===== config.mk =====
export PLATFORM = sky130hd
export DESIGN_NAME = fault_campaign_mod
export DESIGN_NICKNAME = d
export VERILOG_FILES = /design/src/rtl/fault_campaign_mod.sv
export SDC_FILE = /design/constraint.sdc
export NUM_CORES = 1
export LEC_CHECK = 0
export ABC_AREA = 1
export BUFFER_PORTS_ARGS = -buffer_cell sky130_fd_sc_hd__buf_2
export CAP_MARGIN = 10
export CORE_MARGIN = 2
export CORE_UTILIZATION = 50
export DETAILED_ROUTE_END_ITERATION = 7
export GPL_ROUTABILITY_DRIVEN = 0
export PLACE_DENSITY = 0.8
export SYNTH_ARGS = -nofsm -noshare
export SYNTH_HDL_FRONTEND = slang
export SYNTH_SLANG_ARGS = --single-unit
export TNS_END_PERCENT = 20

===== constraint.sdc =====
create_clock -name clk -period 5.2 [get_ports clk]
set_clock_uncertainty 0.2 [all_clocks]
set_input_delay 0.78 -clock clk [delete_from_list [all_inputs] [get_ports clk]]
set_output_delay 0.78 -clock clk [all_outputs]
set_load 0.005 [all_outputs]

===== src/rtl/fault_campaign_mod.sv =====
// Fault-injection campaign engine: squares B, injects a fault into the product,
// reduces golden and faulted products modulo A bit-serially, and counts mismatches.
module fault_campaign_mod #(
    parameter int BW = 4,
    parameter int AW = 8,
    parameter int PW = 2 * BW,
    parameter int LW = $clog2(PW),
    parameter int CW = $clog2(3 * PW + 1)
) (
    input  logic          clk,
    input  logic          reset,
    input  logic          start,
    input  logic [AW-1:0] a,
    input  logic [BW-1:0] b,
    input  logic [LW-1:0] f_loc,
    input  logic [1:0]    f_type,
    input  logic          sweep,
    output logic          busy,
    output logic          done,
    output logic [PW-1:0] c,
    output logic [AW-1:0] y,
    output logic [AW-1:0] golden_y,
    output logic          mismatch,
    output logic          divzero,
    output logic [CW-1:0] detect_count
);

    typedef enum logic [2:0] {
        S_IDLE,
        S_INJECT,
        S_DIV,
        S_CHECK,
        S_DONE
    } state_t;

    state_t        state_q, state_d;
    logic [AW-1:0] a_q, a_d;
    logic [PW-1:0] m_q, m_d;
    logic [LW-1:0] loc_q, loc_d;
    logic [1:0]    type_q, type_d;
    logic          sweep_q, sweep_d;
    logic          dz_q, dz_d;
    logic [PW-1:0] c_q, c_d;
    logic [PW-1:0] csh_q, csh_d;
    logic [PW-1:0] msh_q, msh_d;
    logic [AW:0]   remc_q, remc_d;
    logic [AW:0]   remm_q, remm_d;
    logic [LW-1:0] bit_q, bit_d;
    logic [AW-1:0] y_q, y_d;
    logic [AW-1:0] gy_q, gy_d;
    logic          mis_q, mis_d;
    logic [CW-1:0] det_q, det_d;

    // One restoring step: shift in next dividend bit, subtract divisor if it fits.
    function automatic logic [AW:0] rstep(input logic [AW:0] r,
                                          input logic d,
                                          input logic [AW-1:0] dv);
        logic [AW:0] s;
        s = {r[AW-1:0], d};
        if (s >= {1'b0, dv}) s = s - {1'b0, dv};
        return s;
    endfunction

    logic [PW-1:0] cf;
    logic [AW-1:0] yv, gv;

    always_comb begin
        state_d = state_q;
        a_d     = a_q;
        m_d     = m_q;
        loc_d   = loc_q;
        type_d  = type_q;
        sweep_d = sweep_q;
        dz_d    = dz_q;
        c_d     = c_q;
        csh_d   = csh_q;
        msh_d   = msh_q;
        remc_d  = remc_q;
        remm_d  = remm_q;
        bit_d   = bit_q;
        y_d     = y_q;
        gy_d    = gy_q;
        mis_d   = mis_q;
        det_d   = det_q;
        cf      = m_q;
        yv      = y_q;
        gv      = gy_q;
        case (state_q)
            S_IDLE: begin
                if (start) begin
                    a_d     = a;
                    m_d     = PW'(b) * PW'(b);
                    loc_d   = sweep ? '0 : f_loc;
                    type_d  = sweep ? 2'd1 : f_type;
                    sweep_d = sweep;
                    det_d   = '0;
                    dz_d    = (a == '0);
                    state_d = S_INJECT;
                end
            end
            S_INJECT: begin
                cf = m_q;
                if (32'(loc_q) < PW) begin
                    case (type_q)
                        2'd1:    cf[loc_q] = 1'b0;
                        2'd2:    cf[loc_q] = 1'b1;
                        2'd3:    cf[loc_q] = ~m_q[loc_q];
                        default: cf = m_q;
                    endcase
                end
                c_d     = cf;
                csh_d   = cf;
                msh_d   = m_q;
                remc_d  = '0;
                remm_d  = '0;
                bit_d   = '0;
                state_d = dz_q ? S_CHECK : S_DIV;
            end
            S_DIV: begin
                remc_d = rstep(remc_q, csh_q[PW-1], a_q);
                remm_d = rstep(remm_q, msh_q[PW-1], a_q);
                csh_d  = csh_q << 1;
                msh_d  = msh_q << 1;
                bit_d  = bit_q + 1'b1;
                if (bit_q == LW'(PW - 1)) state_d = S_CHECK;
            end
            S_CHECK: begin
                yv    = dz_q ? AW'(c_q) : remc_q[AW-1:0];
                gv    = dz_q ? AW'(m_q) : remm_q[AW-1:0];
                y_d   = yv;
                gy_d  = gv;
                mis_d = (yv != gv);
                if ((yv != gv) && (det_q != '1)) det_d = det_q + 1'b1;
                state_d = S_DONE;
                if (sweep_q) begin
                    if (type_q != 2'd3) begin
                        type_d  = type_q + 2'd1;
                        state_d = S_INJECT;
                    end else if (loc_q != LW'(PW - 1)) begin
                        type_d  = 2'd1;
                        loc_d   = loc_q + 1'b1;
                        state_d = S_INJECT;
                    end
                end
            end
            S_DONE:  state_d = S_IDLE;
            default: state_d = S_IDLE;
        endcase
    end

    always_ff @(posedge clk or posedge reset) begin
        if (reset) begin
            state_q <= S_IDLE;
            a_q     <= '0;
            m_q     <= '0;
            loc_q   <= '0;
            type_q  <= '0;
            sweep_q <= 1'b0;
            dz_q    <= 1'b0;
            c_q     <= '0;
            csh_q   <= '0;
            msh_q   <= '0;
            remc_q  <= '0;
            remm_q  <= '0;
            bit_q   <= '0;
            y_q     <= '0;
            gy_q    <= '0;
            mis_q   <= 1'b0;
            det_q   <= '0;
        end else begin
            state_q <= state_d;
            a_q     <= a_d;
            m_q     <= m_d;
            loc_q   <= loc_d;
            type_q  <= type_d;
            sweep_q <= sweep_d;
            dz_q    <= dz_d;
            c_q     <= c_d;
            csh_q   <= csh_d;
            msh_q   <= msh_d;
            remc_q  <= remc_d;
            remm_q  <= remm_d;
            bit_q   <= bit_d;
            y_q     <= y_d;
            gy_q    <= gy_d;
            mis_q   <= mis_d;
            det_q   <= det_d;
        end
    end

    assign busy = (state_q == S_INJECT) || (state_q == S_DIV) || (state_q == S_CHECK);
    assign done = (state_q == S_DONE);
    assign c            = c_q;
    assign y            = y_q;
    assign golden_y     = gy_q;
    assign mismatch     = mis_q;
    assign divzero      = dz_q;
    assign detect_count = det_q;

endmodule

==> results of run 1 <==
==> worst register-to-register path, delay by kind of cell, from the launching register on <==
family / cells / cell delay, ns
buffers and inverters: 2 / 0.55
and+or+nand+nor: 2 / 1.08
AOI/OAI and AO/OA: 1 / 0.25
DFF: 1 / 0.49
==> power by group <==
group | internal (mW) | switching, mW
sequential | 0.985 | 0.282
clock | 0.391 | 0.261
combinational | 0.804 | 1.50
total | 2.18 | 2.04
==> cell families after synthesis <==
group | synth area share [%]
and+or+nand+nor | 31.0
xor gates and xnor gates | 1.68
buffers and inverters | 9.41
DFF | 39.3
AOI/OAI and AO/OA | 11.3
adders and majority gates | 7.25
==> flip-flops by register name, summed over array words and instances, names as in the netlist <==
signal and flops:
loc_q 3, bit_q 3, detect_count 5, divzero 1, c 8, msh_q 8, type_q 2, a_q 8
sweep_q 1, golden_y 8, remm_q 8, state_q 3, mismatch 1, csh_q 8, y 8, m_q 7
remc_q 8
==> stage by stage <==
| step | hold slack (ns) | cell area, µm² | instances |
|---|---|---|---|
| 3_3_place_gp | 0.260 | 6010 | 959 |
| 3_5_place_dp | 0.262 | 6010 | 959 |
| 2_1_floorplan | 0.250 | 5730 | 785 |
| 5_1_grt | 0.304 | 6310 | 973 |
| 6_report | 0.274 | 6310 | 973 |
| 4_1_cts | 0.279 | 6310 | 973 |
==> area by class of cell <==
class | instances | share of cell area (%)
Timing Repair Buffer | 54 | 4.33
Sequential cell | 90 | 35.7
Clock buffer | 11 | 4.01
Clock inverter | 3 | 0.635
Multi-Input combinational cell | 575 | 46.6
Tap cell | 143 | 2.84
Inverter | 97 | 5.87
==> placed cells by master (no fill, tap or decap), types with 2 or more instances in the layout <==
cell and count:
a31oi_1 6, o21ai_2 2, or2_2 2, nand2_4 2, nor3_4 2, nor2_1 54
nand3_1 46, a22o_1 2, o22ai_1 11, xor2_1 7, buf_2 53, nand4_1 12
o21ai_0 47, fa_1 2, o21ai_1 10, nand2_2 6, clkbuf_16 9, dfrtp_1 90
nand2_1 279, inv_2 6, ha_1 30, o211ai_1 4, xnor2_1 4, nor2_2 4
a21oi_1 25, inv_1 87, clkbuf_8 2, clkinv_2 3, a21o_1 2, inv_4 2
==> how the worst max path moves through the flow <==
stage	slack (ns)	endpoint	startpoint
finish	1.52	busy	state_q[2]
global route	1.33	busy	state_q[2]
CTS	1.51	busy	state_q[2]
global placement	1.97	busy	state_q[2]
detailed placement	1.87	busy	state_q[2]
floorplan	1.88	a_q[0]	reset
==> layer usage <==
| metal | global-route usage (%) | vias to the layer above | wire length [µm] |
|---|---|---|---|
| met5 | 0 | - | 0 |
| met4 | 9.14 | 0 | 356 |
| met3 | 4.54 | 26 | 944 |
| met2 | 38.0 | 190 | 6680 |
| met1 | 32.2 | 2423 | 6360 |
| li1 | - | 2599 | - |
==> reports/results.txt, run 1 <==
detailed router's first-iteration violation count = 552
Synth area leaders = dfrtp_1, nand2_1, ha_1, inv_1, o21ai_0
Fmax achieved = 272 MHz
TNS Setup = 0 ns
clk root buf = clkbuf_16
final setup margin = 1.52 ns
type of origin of the critical path = register
drt drc = 0
CP Class = reg2out
Yosys reg bits = 90
ys async rst share = 100%
Core Footprint = 0.0113 mm²
FF+latch area = 0.00225 mm²
ANT cells = 0
Max Slew Vio Count = 0
Crit path max-delay family = simple AND/OR/NAND/NOR gates
CTS resizes = 0
buffers plus inverters on the worst setup path = 3
area leader, netlist = dfrtp_1
IO Port Bufs = 53
RR Endpoint = bit_q[1]
critical path depth = 6
WP data required = 4.22 ns
worst hold stages = 2
top cells by count, synth = nand2_1, dfrtp_1, inv_1, nor2_1, o21ai_0
Final Total Pwr = 4.22 mW
initial core utilization = 50.6%
Clock transition at path regs = 0.06 ns
R2R cell count = 5
CTS tree = built
max_slew headroom = 32.3%
cell with the most instances after synthesis = nand2_1
max incr delay on CP = 0.80 ns
antenna-violating nets left = 0
reg2reg start = state_q[2]
H-tree levels = 3
Die X = 111 µm
Wirelength per Cell = 14.7 µm
post-layout util = 55.7%
Power Dens Cells = 670 mW/mm²
hold wc startpoint = y[1]
Post-Synthesis Cells = 785
Layout area overhead = 10.0%
IO Count = 54
# clock sinks = 90
worst slew pin tran = 1.02 ns
P_leak = 3.43 nW
most used cell, CP = inv_2
worst hold path class = reg2reg
peak fanout along the critical path = 24
multi-input logic area = 0.00294 mm²
drt first pass iters = 5
nets = 880
WP data arrival = 2.70 ns
Slowest-stage cell, CP = nor3_4
Die Y = 111 µm
pin count of the biggest net entering global routing = 51
initial antenna violation count = 0
Setup crit end kind = output port
clk buf depth = 2
Peak VDD IR = 0.334 mV
Yosys top cell area share = 39.3%
setup bufs post-CTS = 0
Routed WL = 14300 µm
Worst Hold End = y[1]
final hold vios = 0
vias = 5238
CTS Hold Buffers Added = 0
vias per inst = 5.38
post-synth cell types = 47
number of synthesized flops with an enable pin = 0
Detailed Place HPWL = 10500 µm
Most used DFF post-synth = dfrtp_1
Max Cap Viol = 0
R2R Setup Slk = 2.52 ns
fin crit share = 70.8%
RSZ-0062 raised after global routing = false
die area = 0.0123 mm²
Filler cells = 1045
first-pass GRT wire length = 23600 µm
vias in the first global route = 4783
layout cells sized above 1 = 12.3%
gr ovfl total = 0
Clock Latency Late Sink = 0.34 ns
fin crit period = 3.68 ns
Cell Area, Synth = 0.00573 mm²
sequential fraction of the synthesis area = 39.3%
worst slack, placed = 1.87 ns
Ys Warns = 0
crit path cell chain = nor3_4 > inv_2 > nand2_4 > inv_2 > nand2_1 > buf_2
Post-Syn Area per Cell = 7.30 µm²
syn_nets = 838
status = complete, no violations
Final setup viols = 0
GR Util All Layers = 23.8%
row count = 39
Num CTS Buffers = 9
Note: power is estimated with default switching activity, not from simulation.
==> run 2, diff against run 1 <==
--- a/config.mk
+++ b/config.mk
@@ -5,14 +5,14 @@
 export SDC_FILE = /design/constraint.sdc
 export NUM_CORES = 1
 export LEC_CHECK = 0
-export ABC_AREA = 1
+export ABC_AREA = 0
 export BUFFER_PORTS_ARGS = -buffer_cell sky130_fd_sc_hd__buf_2
 export CAP_MARGIN = 10
 export CORE_MARGIN = 2
 export CORE_UTILIZATION = 50
 export DETAILED_ROUTE_END_ITERATION = 7
 export GPL_ROUTABILITY_DRIVEN = 0
-export PLACE_DENSITY = 0.8
+export PLACE_DENSITY = 0.83
 export SYNTH_ARGS = -nofsm -noshare
 export SYNTH_HDL_FRONTEND = slang
 export SYNTH_SLANG_ARGS = --single-unit
==> constraint.sdc (replaced) <==
create_clock -name clk -period 3.3 [get_ports clk]
set_clock_uncertainty 0.2 [all_clocks]
set_input_delay 0.495 -clock clk [delete_from_list [all_inputs] [get_ports clk]]
set_output_delay 0.495 -clock clk [all_outputs]
set_load 0.005 [all_outputs]
==> run 2 against run 1 <==
  * The run now ends with negative hold slack left
  * Non-clock buffer count is 7 higher
  * Via count is 15% lower
  * Core utilization is 1.3 points higher
  * Clock-buffer cell count stayed put
  * Combinational power is 37% higher
  * Sequential share of layout area is 2.7 points higher
  * Register-to-register slack worse by 2.1 ns
  * Total power is 41% higher
  * Synthesized area is 8.1% lower
  * Critical endpoint is now remc_q[0]
==> reports/results.txt, run 2 <==
type of origin of the critical path = register
Post-Synth Simple-Gate Area = 17.2% (-14 points)
Num CTS Buffers = 9 (unchanged)
Die X = 107 µm (-4.0%)
Power Dens Cells = 1010 mW/mm² (+51%)
CTS Hold Buffers Added = 0 (unchanged)
max_slew headroom = 36.4% (+4.1 points)
first-pass GRT wire length = 21000 µm (-11%)
Psw = 2.73 mW (+34%)
ys async rst share = 100% (unchanged)
largest family of logic cells by synthesized area = compound AO/OA/AOI/OAI gates
Net Sw Frac = 46.1% (-2.3 points)
syn_nets = 615 (-27%)
Fmax achieved = 351 MHz
IO Port Bufs = 53 (unchanged)
CTS resizes = 0 (unchanged)
worst hold path class = in2async
Synth area leaders = dfrtp_1, ha_1, nand2_1, mux2i_1, o21ai_0
Core Footprint = 0.0103 mm² (-9.2%)
area leader, netlist = dfrtp_1
Ys Warns = 0 (unchanged)
peak fanout along the critical path = 9 (-63%)
# clock sinks = 90 (unchanged)
P_leak = 2.80 nW (-19%)
Die Y = 107 µm (-4.0%)
Most used DFF post-synth = dfrtp_1
failing checks = negative hold slack
detailed router's first-iteration violation count = 322 (-42%)
fin crit period = 2.85 ns
Max Slew Vio Count = 0 (unchanged)
Layout area overhead = 11.2%
top cells by count, synth = dfrtp_1, nand2_1, o21ai_0, nor2_1, ha_1
nets = 660 (-25%)
Setup crit end kind = register
drt drc = 0 (unchanged)
Cell Area, Synth = 0.00527 mm² (-8.1%)
Post-Syn Area per Cell = 9.37 µm² (+28%)
TNS Setup = 0 ns (unchanged)
Yosys reg bits = 90 (unchanged)
post-synthesis mux area share = 6.39% (+6.4 points)
internal power = 3.20 mW (+47%)
Final Total Pwr = 5.93 mW (+41%)
initial core utilization = 51.2% (+0.61 points)
ANT cells = 0 (unchanged)
setup bufs post-CTS = 0 (unchanged)
WP data arrival = 2.93 ns (+0.23 ns)
Clock power frac = 12.2% (-3.2 points)
Wirelength per Cell = 17.3 µm (+18%)
Routed WL = 13000 µm (-9.6%)
final hold vios = 4 (+4)
clk root buf = clkbuf_8
clk buf depth = 2 (unchanged)
Yosys top cell area share = 42.8% (+3.5 points)
IO Count = 54 (unchanged)
compound-cell area share of the yosys netlist = 18.4% (+7.1 points)
drt first pass iters = 5 (unchanged)
number of synthesized flops with an enable pin = 0 (unchanged)
WHS = -0.00308 ns (-0.277 ns)
GR Util All Layers = 23.4% (-0.35 points)
gr ovfl total = 0 (unchanged)
CTS tree = built
Post-Synth XOR/XNOR Area = 4.16% (+2.5 points)
Clock Latency Late Sink = 0.38 ns (+0.04 ns)
initial antenna violation count = 0 (unchanged)
Final setup viols = 0 (unchanged)
CP Class = reg2reg
pin count of the biggest net entering global routing = 51 (unchanged)
Seq pwr share = 35.0% (+5.0 points)
status = finished, violations left
post-synth cell types = 61 (+30%)
combinational share of power = 52.8% (-1.8 points)
Post-Synthesis Cells = 562 (-28%)
sequential fraction of the synthesis area = 42.8% (+3.5 points)
WP data required = 3.38 ns (-0.84 ns)
most frequent cells in the layout = nand2_1, dfrtp_1, buf_2, o21ai_0, nor2_1
worst slew pin tran = 0.952 ns (-0.0639 ns)
vias per inst = 5.93 (+10%)
vias = 4433 (-15%)
H-tree levels = 3 (unchanged)
antenna-violating nets left = 0 (unchanged)
vias in the first global route = 4220 (-12%)
row count = 37 (-5.1%)
die area = 0.0114 mm² (-7.8%)
layout cells sized above 1 = 14.5% (+2.3 points)
RSZ-0062 raised after global routing = false
Peak VDD IR = 0.368 mV (+10%)
Max Cap Viol = 0 (unchanged)
Detailed Place HPWL = 9530 µm (-9.2%)
fin crit share = 86.4%
Post-Synth Adder-Cell Area = 7.89% (+0.64 points)
Clock transition at path regs = 0.09 ns (+0.03 ns)
## run 2: per-stage QoR
stage,cells,setup WS (ns),cell area (µm²),utilization (%)
after global placement,732,0.535,5670,55.1
after global routing,748,0.313,5860,57.0
final,748,0.449,5860,57.0
after floorplan,562,0.270,5270,-
after detailed placement,732,0.479,5670,55.1
after CTS,748,0.451,5860,57.0
## run 2: layer usage
metal | wire length, µm | GRT usage [%] | share of wire (%) | vias to the layer above
li1 | - | - | - | 2089
met1 | 5470 | 30.4 | 42 | 2106
met2 | 5970 | 37.8 | 46 | 192
met3 | 957 | 4.44 | 7.4 | 46
met4 | 571 | 11.4 | 4.4 | 0
met5 | 0 | 0 | 0 | -
## run 2: final cells by class
| type | instances | area, µm² |
|---|---|---|
| Inverter | 16 | 61.3 |
| Multi-Input combinational cell | 429 | 2850 |
| Timing Repair Buffer | 61 | 338 |
| Sequential cell | 90 | 2250 |
| Tap cell | 136 | 170 |
| Clock buffer | 11 | 151 |
| Fill cell | 869 | 4420 |
| Clock inverter | 5 | 38.8 |
## run 2: power by group through the flow
stage	Combinational, mW	Sequential (mW)	Clock, mW
6_report	3.14	2.08	0.723
5_1_grt	3.48	2.12	0.774
4_1_cts	3.11	2.05	0.725
3_5_place_dp	3.07	2.07	0
3_3_place_gp	2.94	2.04	0
2_1_floorplan	2.43	1.85	0
## run 2: path summary, 6_finish.rpt
kind	startpoint	endpoint	cells past startpoint	slack [ns]
max in group asynchronous	reset	m_q[5]	3	2.18
hold reg to reg	y[6]	y[6]	2	0.28
setup reg to reg	a_q[1]	remc_q[0]	8	0.45
hold / removal	reset	y[5]	2	-0.003
setup / recovery	a_q[1]	remc_q[0]	8	0.45
min in group clk	a[6]	a_q[6]	3	0.15
## run 2: critical path, stage by stage, from the launching register on
cell	delay, ns
dfrtp_1	0.43
inv_1	0.10
ha_1	0.32
nor2b_4	0.13
o31a_1	0.27
or4_4	0.46
a31oi_4	0.36
mux2_1	0.37
o22ai_1	0.12
## run 2: logic make-up (layout without fill, tap and decap cells)
logic type	count (synthesis)	after routing
mux	32	32
compound gates	148	148
simple gates	192	192
fa+ha+maj	32	32
xor+xnor	25	25
buf+inv	43	93
flops	90	90
